<file path="src/rtl/vga_pix_pkg.sv">
`default_nettype none
// ============================================================================
//  Module   : vga_pix_pkg
//  Purpose  : Shared constants and the colour width-expansion helper for the
//             VGA pixel output stage.
//  Revision : 1.0  initial release
// ============================================================================
package vga_pix_pkg;

  localparam int H_ACTIVE = 640;
  localparam int V_ACTIVE = 480;

  localparam int DEF_CW   = 3;
  localparam int DEF_IN_W = 1;
  localparam int DEF_LAT  = 0;
  localparam int DEF_FCW  = 16;

  // Expand an in_w-bit channel value (right-aligned in v) to 8 bits by
  // repeating its bits MSB first; callers keep the top CW bits.
  function automatic logic [7:0] expand_rep(input logic [7:0] v, input int in_w);
    logic [7:0] r;
    logic [2:0] src;
    r = '0;
    for (int i = 0; i < 8; i++) begin
      src = 3'(in_w - 1 - (i % in_w));
      r[3'(7 - i)] = v[src];
    end
    return r;
  endfunction

endpackage
`default_nettype wire

</file>
<file path="src/rtl/vga_pix_out_if.sv">
`default_nettype none
// ============================================================================
//  Module   : vga_pix_out_if
//  Purpose  : Bundles the sync-generator timing, the graphics colour and the
//             aligned VGA outputs. Optional test-pattern inputs appear only
//             when VGA_PIX_TPAT_EN is defined.
//  Revision : 1.0  initial release
// ============================================================================
interface vga_pix_out_if
  import vga_pix_pkg::*;
#(
  parameter int CW   = DEF_CW,
  parameter int IN_W = DEF_IN_W,
  parameter int FCW  = DEF_FCW
);
  logic              p_tick;
  logic              video_on;
  logic              hsync_in;
  logic              vsync_in;
  logic [3*IN_W-1:0] graph_rgb;
`ifdef VGA_PIX_TPAT_EN
  logic              tpat_sel;
  logic [9:7]        pixel_x;
`endif
  logic              hsync;
  logic              vsync;
  logic [CW-1:0]     red;
  logic [CW-1:0]     green;
  logic [CW-1:0]     blue;
  logic              frame_tick;
  logic [FCW-1:0]    frame_cnt;

  // Source side: sync generator plus graphics generator.
  modport master (
`ifdef VGA_PIX_TPAT_EN
    output tpat_sel, pixel_x,
`endif
    output p_tick, video_on, hsync_in, vsync_in, graph_rgb,
    input  hsync, vsync, red, green, blue, frame_tick, frame_cnt
  );

  // Sink side: the pixel output stage.
  modport slave (
`ifdef VGA_PIX_TPAT_EN
    input  tpat_sel, pixel_x,
`endif
    input  p_tick, video_on, hsync_in, vsync_in, graph_rgb,
    output hsync, vsync, red, green, blue, frame_tick, frame_cnt
  );
endinterface
`default_nettype wire

</file>
<file path="src/rtl/vga_dly_line.sv">
`default_nettype none
// ============================================================================
//  Module   : vga_dly_line
//  Purpose  : Enable-gated shift register of DEPTH stages, WIDTH bits each,
//             asynchronously cleared. dout_next is the value the last stage
//             loads on the next enabled edge (used for edge detection).
//  Revision : 1.0  initial release
// ============================================================================
module vga_dly_line #(
  parameter int WIDTH = 1,
  parameter int DEPTH = 1
) (
  input  logic             clk,
  input  logic             reset_n,
  input  logic             en,
  input  logic [WIDTH-1:0] din,
  output logic [WIDTH-1:0] dout,
  output logic [WIDTH-1:0] dout_next
);
  logic [WIDTH-1:0] stage [DEPTH];

  // Shift one position per enabled clock; reset empties every stage.
  always_ff @(posedge clk or negedge reset_n) begin
    if (!reset_n) begin
      for (int i = 0; i < DEPTH; i++) stage[i] <= '0;
    end else if (en) begin
      stage[0] <= din;
      for (int i = 1; i < DEPTH; i++) stage[i] <= stage[i-1];
    end
  end

  assign dout = stage[DEPTH-1];

  generate
    if (DEPTH == 1) begin : g_next_din
      assign dout_next = din;
    end else begin : g_next_stage
      assign dout_next = stage[DEPTH-2];
    end
  endgenerate
endmodule
`default_nettype wire

</file>
<file path="src/rtl/vga_pix_out.sv">
`default_nettype none
// ============================================================================
//  Module   : vga_pix_out
//  Purpose  : VGA pixel output stage. Delays sync/blank timing by LAT+1 pixel
//             ticks to match the graphics generator, registers and expands
//             colour, blanks outside the active area, counts frames.
//             Optional colour-bar test pattern: define VGA_PIX_TPAT_EN.
//  Revision : 1.0  initial release
// ============================================================================
module vga_pix_out
  import vga_pix_pkg::*;
#(
  parameter int CW   = DEF_CW,
  parameter int IN_W = DEF_IN_W,
  parameter int LAT  = DEF_LAT,
  parameter int FCW  = DEF_FCW
) (
  input  logic          clk,
  input  logic          reset_n,
  vga_pix_out_if.slave  bus
);
  localparam int DEPTH = LAT + 1;

  logic [2:0] tim_d;
  logic [2:0] tim_next;
  logic       unused_tim_next;
  logic       vid_d;

  // Timing bits {video_on, hsync, vsync} share one delay line so they stay aligned.
  vga_dly_line #(.WIDTH(3), .DEPTH(DEPTH)) u_tim_dly (
    .clk       (clk),
    .reset_n   (reset_n),
    .en        (bus.p_tick),
    .din       ({bus.video_on, bus.hsync_in, bus.vsync_in}),
    .dout      (tim_d),
    .dout_next (tim_next)
  );
  assign unused_tim_next = ^tim_next[2:1];
  assign vid_d           = tim_d[2];

  // Generator colour already lags timing by LAT; one more stage lines it up.
  logic [3*IN_W-1:0] rgb_q;
  always_ff @(posedge clk or negedge reset_n) begin
    if (!reset_n)        rgb_q <= '0;
    else if (bus.p_tick) rgb_q <= bus.graph_rgb;
  end

  logic [7:0] red_x, green_x, blue_x;
  assign red_x   = expand_rep(8'(rgb_q[IN_W-1:0]),        IN_W);
  assign green_x = expand_rep(8'(rgb_q[2*IN_W-1:IN_W]),   IN_W);
  assign blue_x  = expand_rep(8'(rgb_q[3*IN_W-1:2*IN_W]), IN_W);

  logic [CW-1:0] red_s, green_s, blue_s;

`ifdef VGA_PIX_TPAT_EN
  logic [2:0] px_d;
  logic [2:0] unused_px_next;
  logic       tpat_q;

  // Bar index follows the same delay as the timing it is drawn against.
  vga_dly_line #(.WIDTH(3), .DEPTH(DEPTH)) u_px_dly (
    .clk       (clk),
    .reset_n   (reset_n),
    .en        (bus.p_tick),
    .din       (bus.pixel_x),
    .dout      (px_d),
    .dout_next (unused_px_next)
  );

  // Pattern select is sampled per pixel so outputs hold between ticks.
  always_ff @(posedge clk or negedge reset_n) begin
    if (!reset_n)        tpat_q <= 1'b0;
    else if (bus.p_tick) tpat_q <= bus.tpat_sel;
  end

  // Colour source: generator data, or full-scale bars indexed {B,G,R}.
  always_comb begin
    red_s   = red_x[7 -: CW];
    green_s = green_x[7 -: CW];
    blue_s  = blue_x[7 -: CW];
    if (tpat_q) begin
      red_s   = {CW{px_d[0]}};
      green_s = {CW{px_d[1]}};
      blue_s  = {CW{px_d[2]}};
    end
  end
`else
  assign red_s   = red_x[7 -: CW];
  assign green_s = green_x[7 -: CW];
  assign blue_s  = blue_x[7 -: CW];
`endif

  assign bus.red   = vid_d ? red_s   : '0;
  assign bus.green = vid_d ? green_s : '0;
  assign bus.blue  = vid_d ? blue_s  : '0;
  assign bus.hsync = tim_d[1];
  assign bus.vsync = tim_d[0];

  logic           frame_tick_q;
  logic [FCW-1:0] frame_cnt_q;

  // Frame start: the delayed vsync is about to rise on this pixel tick.
  always_ff @(posedge clk or negedge reset_n) begin
    if (!reset_n) begin
      frame_tick_q <= 1'b0;
      frame_cnt_q  <= '0;
    end else begin
      frame_tick_q <= 1'b0;
      if (bus.p_tick && tim_next[0] && !tim_d[0]) begin
        frame_tick_q <= 1'b1;
        frame_cnt_q  <= frame_cnt_q + FCW'(1);
      end
    end
  end

  assign bus.frame_tick = frame_tick_q;
  assign bus.frame_cnt  = frame_cnt_q;
endmodule
`default_nettype wire

</file>
<file path="src/flat_wrapper.sv">
// flat-port wrapper written by rule: the top's interface ports become plain ports
module vga_pix_out_flat import vga_pix_pkg::*;
#(
  parameter int CW   = DEF_CW,
  parameter int IN_W = DEF_IN_W,
  parameter int LAT  = DEF_LAT,
  parameter int FCW  = DEF_FCW
)
  (clk, reset_n, bus_p_tick, bus_video_on, bus_hsync_in, bus_vsync_in, bus_graph_rgb, bus_hsync, bus_vsync, bus_red, bus_green, bus_blue, bus_frame_tick, bus_frame_cnt);
  vga_pix_out_if #(.CW(CW), .IN_W(IN_W), .FCW(FCW)) bus_i ();
  input  logic clk;
  input  logic reset_n;
  input wire logic [$bits(bus_i.p_tick)-1:0] bus_p_tick;
  input wire logic [$bits(bus_i.video_on)-1:0] bus_video_on;
  input wire logic [$bits(bus_i.hsync_in)-1:0] bus_hsync_in;
  input wire logic [$bits(bus_i.vsync_in)-1:0] bus_vsync_in;
  input wire logic [$bits(bus_i.graph_rgb)-1:0] bus_graph_rgb;
  output wire logic [$bits(bus_i.hsync)-1:0] bus_hsync;
  output wire logic [$bits(bus_i.vsync)-1:0] bus_vsync;
  output wire logic [$bits(bus_i.red)-1:0] bus_red;
  output wire logic [$bits(bus_i.green)-1:0] bus_green;
  output wire logic [$bits(bus_i.blue)-1:0] bus_blue;
  output wire logic [$bits(bus_i.frame_tick)-1:0] bus_frame_tick;
  output wire logic [$bits(bus_i.frame_cnt)-1:0] bus_frame_cnt;
  assign bus_i.p_tick = bus_p_tick;
  assign bus_i.video_on = bus_video_on;
  assign bus_i.hsync_in = bus_hsync_in;
  assign bus_i.vsync_in = bus_vsync_in;
  assign bus_i.graph_rgb = bus_graph_rgb;
  assign bus_hsync = bus_i.hsync;
  assign bus_vsync = bus_i.vsync;
  assign bus_red = bus_i.red;
  assign bus_green = bus_i.green;
  assign bus_blue = bus_i.blue;
  assign bus_frame_tick = bus_i.frame_tick;
  assign bus_frame_cnt = bus_i.frame_cnt;
  vga_pix_out #(.CW(CW), .IN_W(IN_W), .LAT(LAT), .FCW(FCW)) u_core (.clk(clk), .reset_n(reset_n), .bus(bus_i));
endmodule
</file>
<file path="config.mk">
export PLATFORM = sky130hd
export DESIGN_NAME = vga_pix_out_flat
export DESIGN_NICKNAME = d
export VERILOG_FILES = /design/src/rtl/vga_pix_pkg.sv /design/src/rtl/vga_pix_out_if.sv /design/src/rtl/vga_dly_line.sv /design/src/rtl/vga_pix_out.sv /design/src/flat_wrapper.sv
export SDC_FILE = /design/constraint.sdc
export NUM_CORES = 1
export LEC_CHECK = 0
export ABC_CLOCK_PERIOD_IN_PS = 1500
export BUFFER_PORTS_ARGS = -buffer_cell sky130_fd_sc_hd__buf_4
export CORE_MARGIN = 3
export CORE_UTILIZATION = 47
export CTS_CLUSTER_SIZE = 16
export DETAILED_ROUTE_END_ITERATION = 8
export GPL_TIMING_DRIVEN = 0
export PLACE_DENSITY = 0.82
export SYNTH_ARGS = -nofsm -noshare
export SYNTH_HDL_FRONTEND = slang
export SYNTH_HIERARCHICAL = 1
export SYNTH_SLANG_ARGS = --single-unit
</file>
<file path="constraint.sdc">
create_clock -name clk -period 1.5 [get_ports clk]
set_input_delay 0.225 -clock clk [delete_from_list [all_inputs] [get_ports clk]]
set_output_delay 0.225 -clock clk [all_outputs]
set_load 0.03 [all_outputs]
</file>
* Yosys cells after proc, flatten, opt, wreduce, memory -nomap -nowiden
Index checks and enable logic that the tools add are counted.
Cells by class: add/subtract/negate cells 1, multiplexer cells 1, reduce and logical (&&, ||, !) cells 3
Operators by type and width (count):
- 16-bit by 1-bit adder with 16-bit output (second input constant) | 1
- 1-bit logical AND | 2
- 1-bit logical NOT | 1
- 1-bit two-way mux | 1
Word-level totals: register bits 19, bits of input ports 9

* Longest topological paths before layout
Gate-level depths: netlist of run 1.
depth in word-level cells 3, depth in mapped cells 5

* Cells and area by module
Netlist of run 1, hierarchy kept.
By module, submodules not included:
- vga_pix_out | instances 1, cells each 72, area each 832.0 sq um, sequential area each 425.4 sq um
- vga_dly_line | instances 1, cells each 9, area each 131.4 sq um, sequential area each 75.1 sq um

* Worst setup path before layout of run 1
Ideal clock, no wire load.
kind register to register, start point register u_core.frame_cnt_q[0], in the netlist u_core/bus.frame_cnt[0], end point register u_core.frame_cnt_q[8], in the netlist u_core/bus.frame_cnt[8], arrival 1483 ps, data required time 1420 ps, setup slack -64 ps, stages on the path, launching flop included 6, path buffers 0, period minus slack after synthesis 1564 ps, path through dfrtp_1 ha_1 nand4b_2 nor3_2 and3_1 xor2_1
On the way: longest elaborated chain between the ends 1
Ends and longest elaborated chain:
- start, declared | RTL line vga_pix_out.sv:100 | logic [FCW-1:0] frame_cnt_q;
- start signal, assigned | RTL line vga_pix_out.sv:111 | frame_cnt_q <= frame_cnt_q + FCW'(1);
- 16-bit by 1-bit adder with 16-bit output | RTL line vga_pix_out.sv:111
Every way passes these cells. A chain may end at the register's enable or synchronous reset.

* Worst setup path in the final report of run 1
start point register u_core.frame_cnt_q[3], in the netlist u_core/bus.frame_cnt[3], end point register u_core.frame_cnt_q[15], in the netlist u_core/bus.frame_cnt[15]
The elaborated chain is that of the path after synthesis.

==> metrics, run 1 <==
Worst EP arrival=approximately 1600 ps; I/O Pins=37; Vias/cell=4.61; Starting Density=51.2%; Min-Delay Startpoint=bus_hsync_in; CP endpoint kind=register; Mapped Area=912 um2; CTS clk-pin slew, worst paths=110 ps; sequential share of power=47.0%; combinational share of power=between 30 and 40%; detailed placement HPWL=1230 um; worst r2r src=u_core/bus.frame_cnt[3]$_DFFE_PN0P_; Worst Hold Class=primary input to register; CTS buffer count=3; clk root buf=clkbuf_4; final core occ=68.4%; Int Pwr=903 uW; GRT Util Overall=between 10% and 20%; via count=645; CTS tree=done; CTS max path bufs=2; P per Cell Area=1200 nW/um2; Routed WL per cell=11.9 um; FMAX=0.713 GHz; Worst VDD drop=849 uV; crit path max fanout=5; worst setup path startpoint=u_core/bus.frame_cnt[3]$_DFFE_PN0P_; YS warnings=6; cell row count=15; number of global-route vias before repair=663; number of buffers added on ports=23; Iteration-0 DRC Markers=2; setup violators final=0; Die W=50.1 um; core area=between 1500 and 2000 um2; share of cells above drive strength 1=about 43%; Nets=126; antenna-violating nets left=0; initial antenna violation count=0; period utilisation layout=93.4%; Slew Limit Fails=0; clock period minus worst slack=1400 ps; TNS Setup=0 ps; Area Growth Syn to Fin=33.6%; TritonRoute pass-1 iters=3; syn avg cell area=about 12 um2; DRT Wirelength=1670 um; fin cells=140; Final GP Congestion=0.705; residual DRC count=0; Startpoint Class=register; Crit Path Class=register to register; Final Hold Viols=0; outcome=finished, final reports clean; Mapped Cells=77; gr ovfl total=0; Die ar.=2510 um2; placed insts=~130; clk_lat worst skew=290 ps; CTS sink cnt=19; Worst Skew=7.60 ps; first-pass GRT wire length=2880 um; H-Tree Depth=1; Clk pwr share=17.1%; RSZ-0062 raised after global routing=yes; switch share=between 30% and 40%; Max-cap violations=0; largest net degree at the start of global routing=20; diodes inserted=0; Die H=50.1 um; Net Switching=559 uW; CP required=1680 ps; Lkg Pwr=0.000681 uW
-- per-layer routing --
layer	part of all wire, %	wire (um)	track usage, %
met1	42	700	19.2
met2	50	837	24.3
met3	7.4	123	2.42
met4	0.54	9	5.53
met5	0	0	0
-- repair_timing --
item / in CTS / in global routing
setup buffers: 0 / 2
pin swaps: 0 / 2
hold endpoints to repair: 19 / 0
setup endpoints to repair: 1 / 5
resized for setup: 1 / 2
hold buffers: 1 / 0
gates cloned: 0 / 0
-- worst max-delay path, stage by stage (launching register included) --
cell and delay (ps):
dfrtp_1 450, nand3_2 200, nor4_4 350, nand3_1 140, xnor2_1 140
-- metrics by stage --
stage / instance area [um2] / setup WS (ps) / power, uW / hold slack [ps]
after global placement: 1150 / 57.4 / 1160 / 110
after floorplan: 945 / 11.9 / 995 / -70.6
after CTS: 1190 / 0.0696 / 1450 / 146
final: 1220 / 98.3 / 1460 / 156
after global routing: 1220 / -8.78 / 1540 / 151
after detailed placement: 1150 / -12.8 / 1180 / 114
-- power by group through the flow --
stage / logic [uW] / registers, uW / clock network, uW
2_1_floorplan: 162 / 833 / 0
3_3_place_gp: 466 / 692 / 0
3_5_place_dp: 481 / 699 / 0
4_1_cts: 492 / 690 / 267
5_1_grt: 554 / 700 / 287
6_report: 525 / 688 / 250
-- flip-flops by register name, indices dropped and copies added, names as in the netlist --
| signal | cells |
|---|---|
| u_core/bus.frame_tick | 1 |
| u_core/u_tim_dly/dout | 2 |
| u_core/bus.frame_cnt | 16 |
-- cells in the final DEF, fill, tap and decap left out --
master,instances
and3_1,5
buf_4,35
clkbuf_4,3
clkinv_2,1
conb_1,9
dfrtp_1,17
dfrtp_2,2
dlygate4sd3_1,1
ha_2,1
inv_1,3
mux2_2,2
nand2_1,4
nand3_1,8
nand3_2,1
nand3b_4,1
nand4b_4,1
nor2_1,3
nor3_4,1
nor4_1,1
nor4_4,1
xnor2_1,10
xor2_1,5
-- worst paths after layout --
| path | end | slack, ps | depth (start not counted) |
|---|---|---|---|
| worst max-delay path | u_core/bus.frame_cnt[15]$_DFFE_PN0P_ | 100 | 4 |
| worst min-delay path | u_core/u_tim_dly/dout[1]$_DFFE_PN0P_ | 160 | 2 |
| worst max register to register | u_core/bus.frame_cnt[15]$_DFFE_PN0P_ | 100 | 4 |
| worst min register to register | u_core/bus.frame_cnt[15]$_DFFE_PN0P_ | 480 | 1 |
| max in group asynchronous | u_core/bus.frame_cnt[1]$_DFFE_PN0P_ | 940 | 2 |
| min in group asynchronous | u_core/bus.frame_cnt[12]$_DFFE_PN0P_ | 330 | 2 |
-- final cells by class --
| class | instances | area, um2 |
|---|---|---|
| Clock buffer | 3 | 22.5 |
| Fill cell | 142 | 564 |
| Clock inverter | 1 | 5.00 |
| Inverter | 3 | 11.3 |
| Sequential cell | 19 | 478 |
| Tap cell | 25 | 31.3 |
| Buffer | 10 | 75.1 |
| Multi-Input combinational cell | 53 | 398 |
| Timing Repair Buffer | 26 | 198 |
Note: power is estimated with default switching activity, not from simulation.
==> inputs of run 2 (changes only) <==
ABC_AREA = 1   (was default)
CORE_UTILIZATION = 49   (was 47)
PLACE_DENSITY = 0.83   (was 0.82)
==> metrics, run 2 <==
first-pass GRT wire length=3430 um; Net Switching=541 uW; Starting Density=a little over half; number of buffers added on ports=23; CP Cell Sequence=ha_1, nand4_1, nor2_4, nand4_1, nand2_1, inv_1; Max-cap violations=0; crit path max fanout=5; met3 routed WL=67 um; setup slack, reg-to-reg=~88 ps; Iteration-0 DRC Markers=15; Startpoint Class=register; Routed WL per cell=10.8 um; DP Area=1320 um2; Nets=174; P per Cell Area=1020 nW/um2; Worst VDD drop=897 uV; CTS sink cnt=19; DRT Wirelength=2040 um; CTS buffer count=3; Final Hold Viols=0; initial antenna violation count=0; setup violators final=0; Mapped Cells=127; clk_lat worst skew=roughly 300 ps; Worst Path Buf+Inv=1; CP endpoint kind=register; CP required=~1700 ps; I/O Pins=37; DR top layer=met4; Worst EP arrival=1620 ps; detailed placement HPWL=about 1700 um; Die W=53.1 um; TNS Setup=0 ps; CP max-delay cell=dfrtp_1; Int Pwr=approximately 850 uW; Die ar.=2820 um2; FMAX=0.708 GHz; TritonRoute pass-1 iters=4; Die H=~53 um; gr ovfl total=0; Final GP Congestion=about 0.8; residual DRC count=0; switch share=between 30% and 40%; combinational share of power=between 30% and 40%; period utilisation layout=a little over nine tenths; cell row count=16; Met1 Wirelength=838 um; CTS tree=done; CTS max path bufs=2; Clk pwr share=18.8%; Power Total=1390 uW; diodes inserted=0; antenna-violating nets left=0; YS warnings=6; Lkg Pwr=0.000765 uW; Top delay family on crit path=simple AND/OR/NAND/NOR gates; PostCTS Resize Cnt=0; largest net degree at the start of global routing=20; clk root buf=clkbuf_4; Area Growth Syn to Fin=25.2%; outcome=finished, final reports clean; # hold bufs at CTS=1; crit-path max cell delay=440 ps; number of global-route vias before repair=between 800 and 900; design area=1360 um2; post-CTS setup buffers=0; met2 wire length=1090 um; most frequent cells in the layout=37 x nand2_1, 33 x buf_4, 19 x dfrtp_1, 14 x inv_1; Worst Skew=2.12 ps; Crit Path Class=register to register; CTS clk-pin slew, worst paths=about 110 ps; sequential share of power=48.4%; Mapped Area=1090 um2; Critical Path Most Common Cell=nand4_1; GRT Util Overall=approximately 17%; core area=a little over 2000 um2; H-Tree Depth=1; clock period minus worst slack=~1400 ps; share of cells above drive strength 1=roughly a third; Slew Limit Fails=0; syn avg cell area=8.56 um2; RSZ-0062 raised after global routing=no; Vias/cell=roughly 4.7; most common cell after layout, fill and taps aside=nand2_1; via count=a little under 900; max reg flops=16; Worst Hold Class=primary input to register
[run 2: per-stage QoR]
step	setup WS, ps	std cells	utilization [%]	hold slack [ps]
global route	24.0	190	67.3	144
floorplan	42.2	135	-	-70.6
detailed placement	109	185	65.5	105
finish	87.8	190	67.3	131
CTS	93.4	190	67.3	127
global placement	137	185	65.5	110
[run 2: worst paths after layout]
kind,start,end,cells after the start
worst max-delay path,u_core/bus.frame_cnt[0]$_DFFE_PN0P_,u_core/bus.frame_cnt[12]$_DFFE_PN0P_,6
worst min-delay path,bus_hsync_in,u_core/u_tim_dly/dout[1]$_DFFE_PN0P_,3
worst max register to register,u_core/bus.frame_cnt[0]$_DFFE_PN0P_,u_core/bus.frame_cnt[12]$_DFFE_PN0P_,6
worst min register to register,u_core/u_tim_dly/dout[1]$_DFFE_PN0P_,u_core/u_tim_dly/dout[1]$_DFFE_PN0P_,2
max in group asynchronous,reset_n,u_core/bus.frame_tick$_DFF_PN0_,2
min in group asynchronous,reset_n,u_core/bus.frame_cnt[5]$_DFFE_PN0P_,2
[run 2: worst min-delay path, delay by kind of cell]
kind	cells	cell delay, ps
simple gates	2	100
buf+inv	1	80
[run 2: per-layer routing]
metal | vias to the layer above | GRT usage, %
met5 | - | 0
met4 | 0 | 8.94
met3 | 4 | 2.54
met2 | 20 | 29.5
met1 | 423 | 19.5
li1 | 440 | -
[run 2: power by group through the flow]
stage / Sequential, uW / Combinational [uW] / Clock (uW)
2_1_floorplan: 804 / 173 / 0
3_3_place_gp: 683 / 451 / 0
3_5_place_dp: 686 / 458 / 0
4_1_cts: 676 / 461 / 267
5_1_grt: 685 / 498 / 285
6_report: 673 / 455 / 262
[run 2: cell type report]
cell class	instances	area (um2)
plain buffers	10	75.1
clock buffers	3	22.5
clock inverters	1	5.00
fillers	168	661
inverters	17	63.8
multi-input cells	89	503
flip-flops and latches	19	475
well taps	27	33.8
repair buffers	24	183
==> inputs of run 3 (changes only) <==
CORE_UTILIZATION = 52   (was 49)
CTS_BUF_LIST = sky130_fd_sc_hd__clkbuf_8   (was default)
PLACE_DENSITY = 0.87   (was 0.83)
==> metrics, run 3 (synthesis results as in run 2) <==
outcome=finished, final reports clean; FMAX=between 0.6 and 0.7 GHz; crit path max fanout=5; Worst Hold Slack=163 ps; CP Cell Sequence=ha_1, nand4_1, nor2_4, nand4_1, nand2_1, inv_1; Lkg Pwr=0.000788 uW; setup slack, reg-to-reg=60 ps; clk_lat worst skew=approximately 250 ps; Die W=51.7 um; setup violators final=0; Die ar.=around 2700 um2; detailed placement HPWL=1670 um; Starting Density=59.1%; I/O Pins=37; TritonRoute pass-1 iters=4; Max-cap violations=0; Worst VDD drop=1020 uV; CP required=approximately 1700 ps; crit-path max cell delay=410 ps; pre-CTS setup slack=91.3 ps; P per Cell Area=around 1100 nW/um2; clk root buf=clkbuf_8; first-pass GRT wire length=roughly 3600 um; most frequent cells in the layout=37 x nand2_1, 36 x buf_4, 19 x dfrtp_1, 14 x inv_1; gr ovfl total=0; Area Growth Syn to Fin=28.8%; Worst R2R End=u_core/bus.frame_cnt[12]$_DFFE_PN0P_; Iteration-0 DRC Markers=19; Crit Path Class=register to register; fin cells=~190; Worst Hold Class=primary input to register; via count=905; max reg flops=16; CTS max path bufs=2; GRT Util Overall=18.6%; fillcell total=around 130; CTS tree=done; antenna-violating nets left=0; Critical Path Most Common Cell=nand4_1; Final Hold Viols=0; Routed WL per cell=12.0 um; CP max-delay cell=dfrtp_1; Worst setup endpoint=u_core/bus.frame_cnt[12]$_DFFE_PN0P_; Worst Skew=~0.63 ps; Slew Limit Fails=0; CTS clk-pin slew, worst paths=70 ps; setup ws final=~64 ps; number of global-route vias before repair=about 860; residual DRC count=0; initial antenna violation count=0; diodes inserted=0; Die H=51.7 um; FF-to-FF path depth=6; number of buffers added on ports=23; H-Tree Depth=1; Startpoint Class=register; core area=between 1500 and 2000 um2; worst setup path startpoint=u_core/bus.frame_cnt[1]$_DFFE_PN0P_; most common cell after layout, fill and taps aside=nand2_1; clock period minus worst slack=1440 ps; Nets=177; CTS buffer count=3; Worst EP arrival=1590 ps; period utilisation layout=95.8%; DRT Wirelength=2290 um; DP Area=1320 um2; largest net degree at the start of global routing=20; share of cells above drive strength 1=34.3%; Final GP Congestion=0.794; design area=1400 um2; CTS sink cnt=19; placed insts=~180; cell row count=15; Vias/cell=4.74; worst r2r src=u_core/bus.frame_cnt[1]$_DFFE_PN0P_; CP endpoint kind=register
==> run 3: layout make-up <==
| class | instances | area [um2] | area share (%) |
|---|---|---|---|
| well taps | 25 | 31.3 | 2.23 |
| plain buffers | 10 | 75.1 | 5.36 |
| clock buffers | 3 | 41.3 | 2.95 |
| repair buffers | 27 | 205 | 14.7 |
| inverters | 17 | 63.8 | 4.56 |
| multi-input cells | 89 | 503 | 35.9 |
| clock inverters | 1 | 5.00 | 0.357 |
| flip-flops and latches | 19 | 475 | 34.0 |
==> run 3: worst min path at each step <==
stage | slack [ps] | from | end | cells past startpoint
finish | 160 | bus_hsync_in | u_core/u_tim_dly/dout[1]$_DFFE_PN0P_ | 3
global placement | 110 | reset_n | u_core/bus.frame_cnt[3]$_DFFE_PN0P_ | 1
CTS | 160 | bus_hsync_in | u_core/u_tim_dly/dout[1]$_DFFE_PN0P_ | 3
floorplan | -70 | reset_n | u_core/bus.frame_cnt[0]$_DFFE_PN0P_ | 0
detailed placement | 110 | reset_n | u_core/bus.frame_cnt[3]$_DFFE_PN0P_ | 1
global route | 170 | bus_hsync_in | u_core/u_tim_dly/dout[1]$_DFFE_PN0P_ | 3
==> run 3: power by group <==
part | internal [uW] | switching (uW) | total, uW
clock | 185 | 172 | 357
combinational | 203 | 311 | 515
sequential | 579 | 86.5 | 666
==> run 3: worst max-delay path: cells and delay by family, from the launching register on <==
family,cells,cell delay (ps)
fa+ha+maj,1,200
simple gates,4,680
buf+inv,1,40
flops,1,410
==> run 3: per-stage QoR <==
step           TNS [ps]  power (uW)  util [%]
3_5_place_dp          0        1150      71.8
3_3_place_gp          0        1130      71.8
5_1_grt           -5.67        1620      76.1
4_1_cts               0        1510      74.9
2_1_floorplan         0         978         -
6_report              0        1540      76.1
==> run 3: timing repair <==
action	CTS	global route
gates resized for setup	0	0
endpoints found under the hold margin	19	0
buffers inserted	0	3
setup endpoints to repair	0	1
hold buffers	1	0
==> run 3: layer usage <==
layer | wire length, um | vias to the layer above | GRT usage [%]
met2 | 1190 | 30 | 34.7
met5 | 0 | - | 0
met4 | 55 | 0 | 10.5
li1 | - | 442 | -
met1 | 925 | 425 | 19.1
met3 | 109 | 8 | 3.72
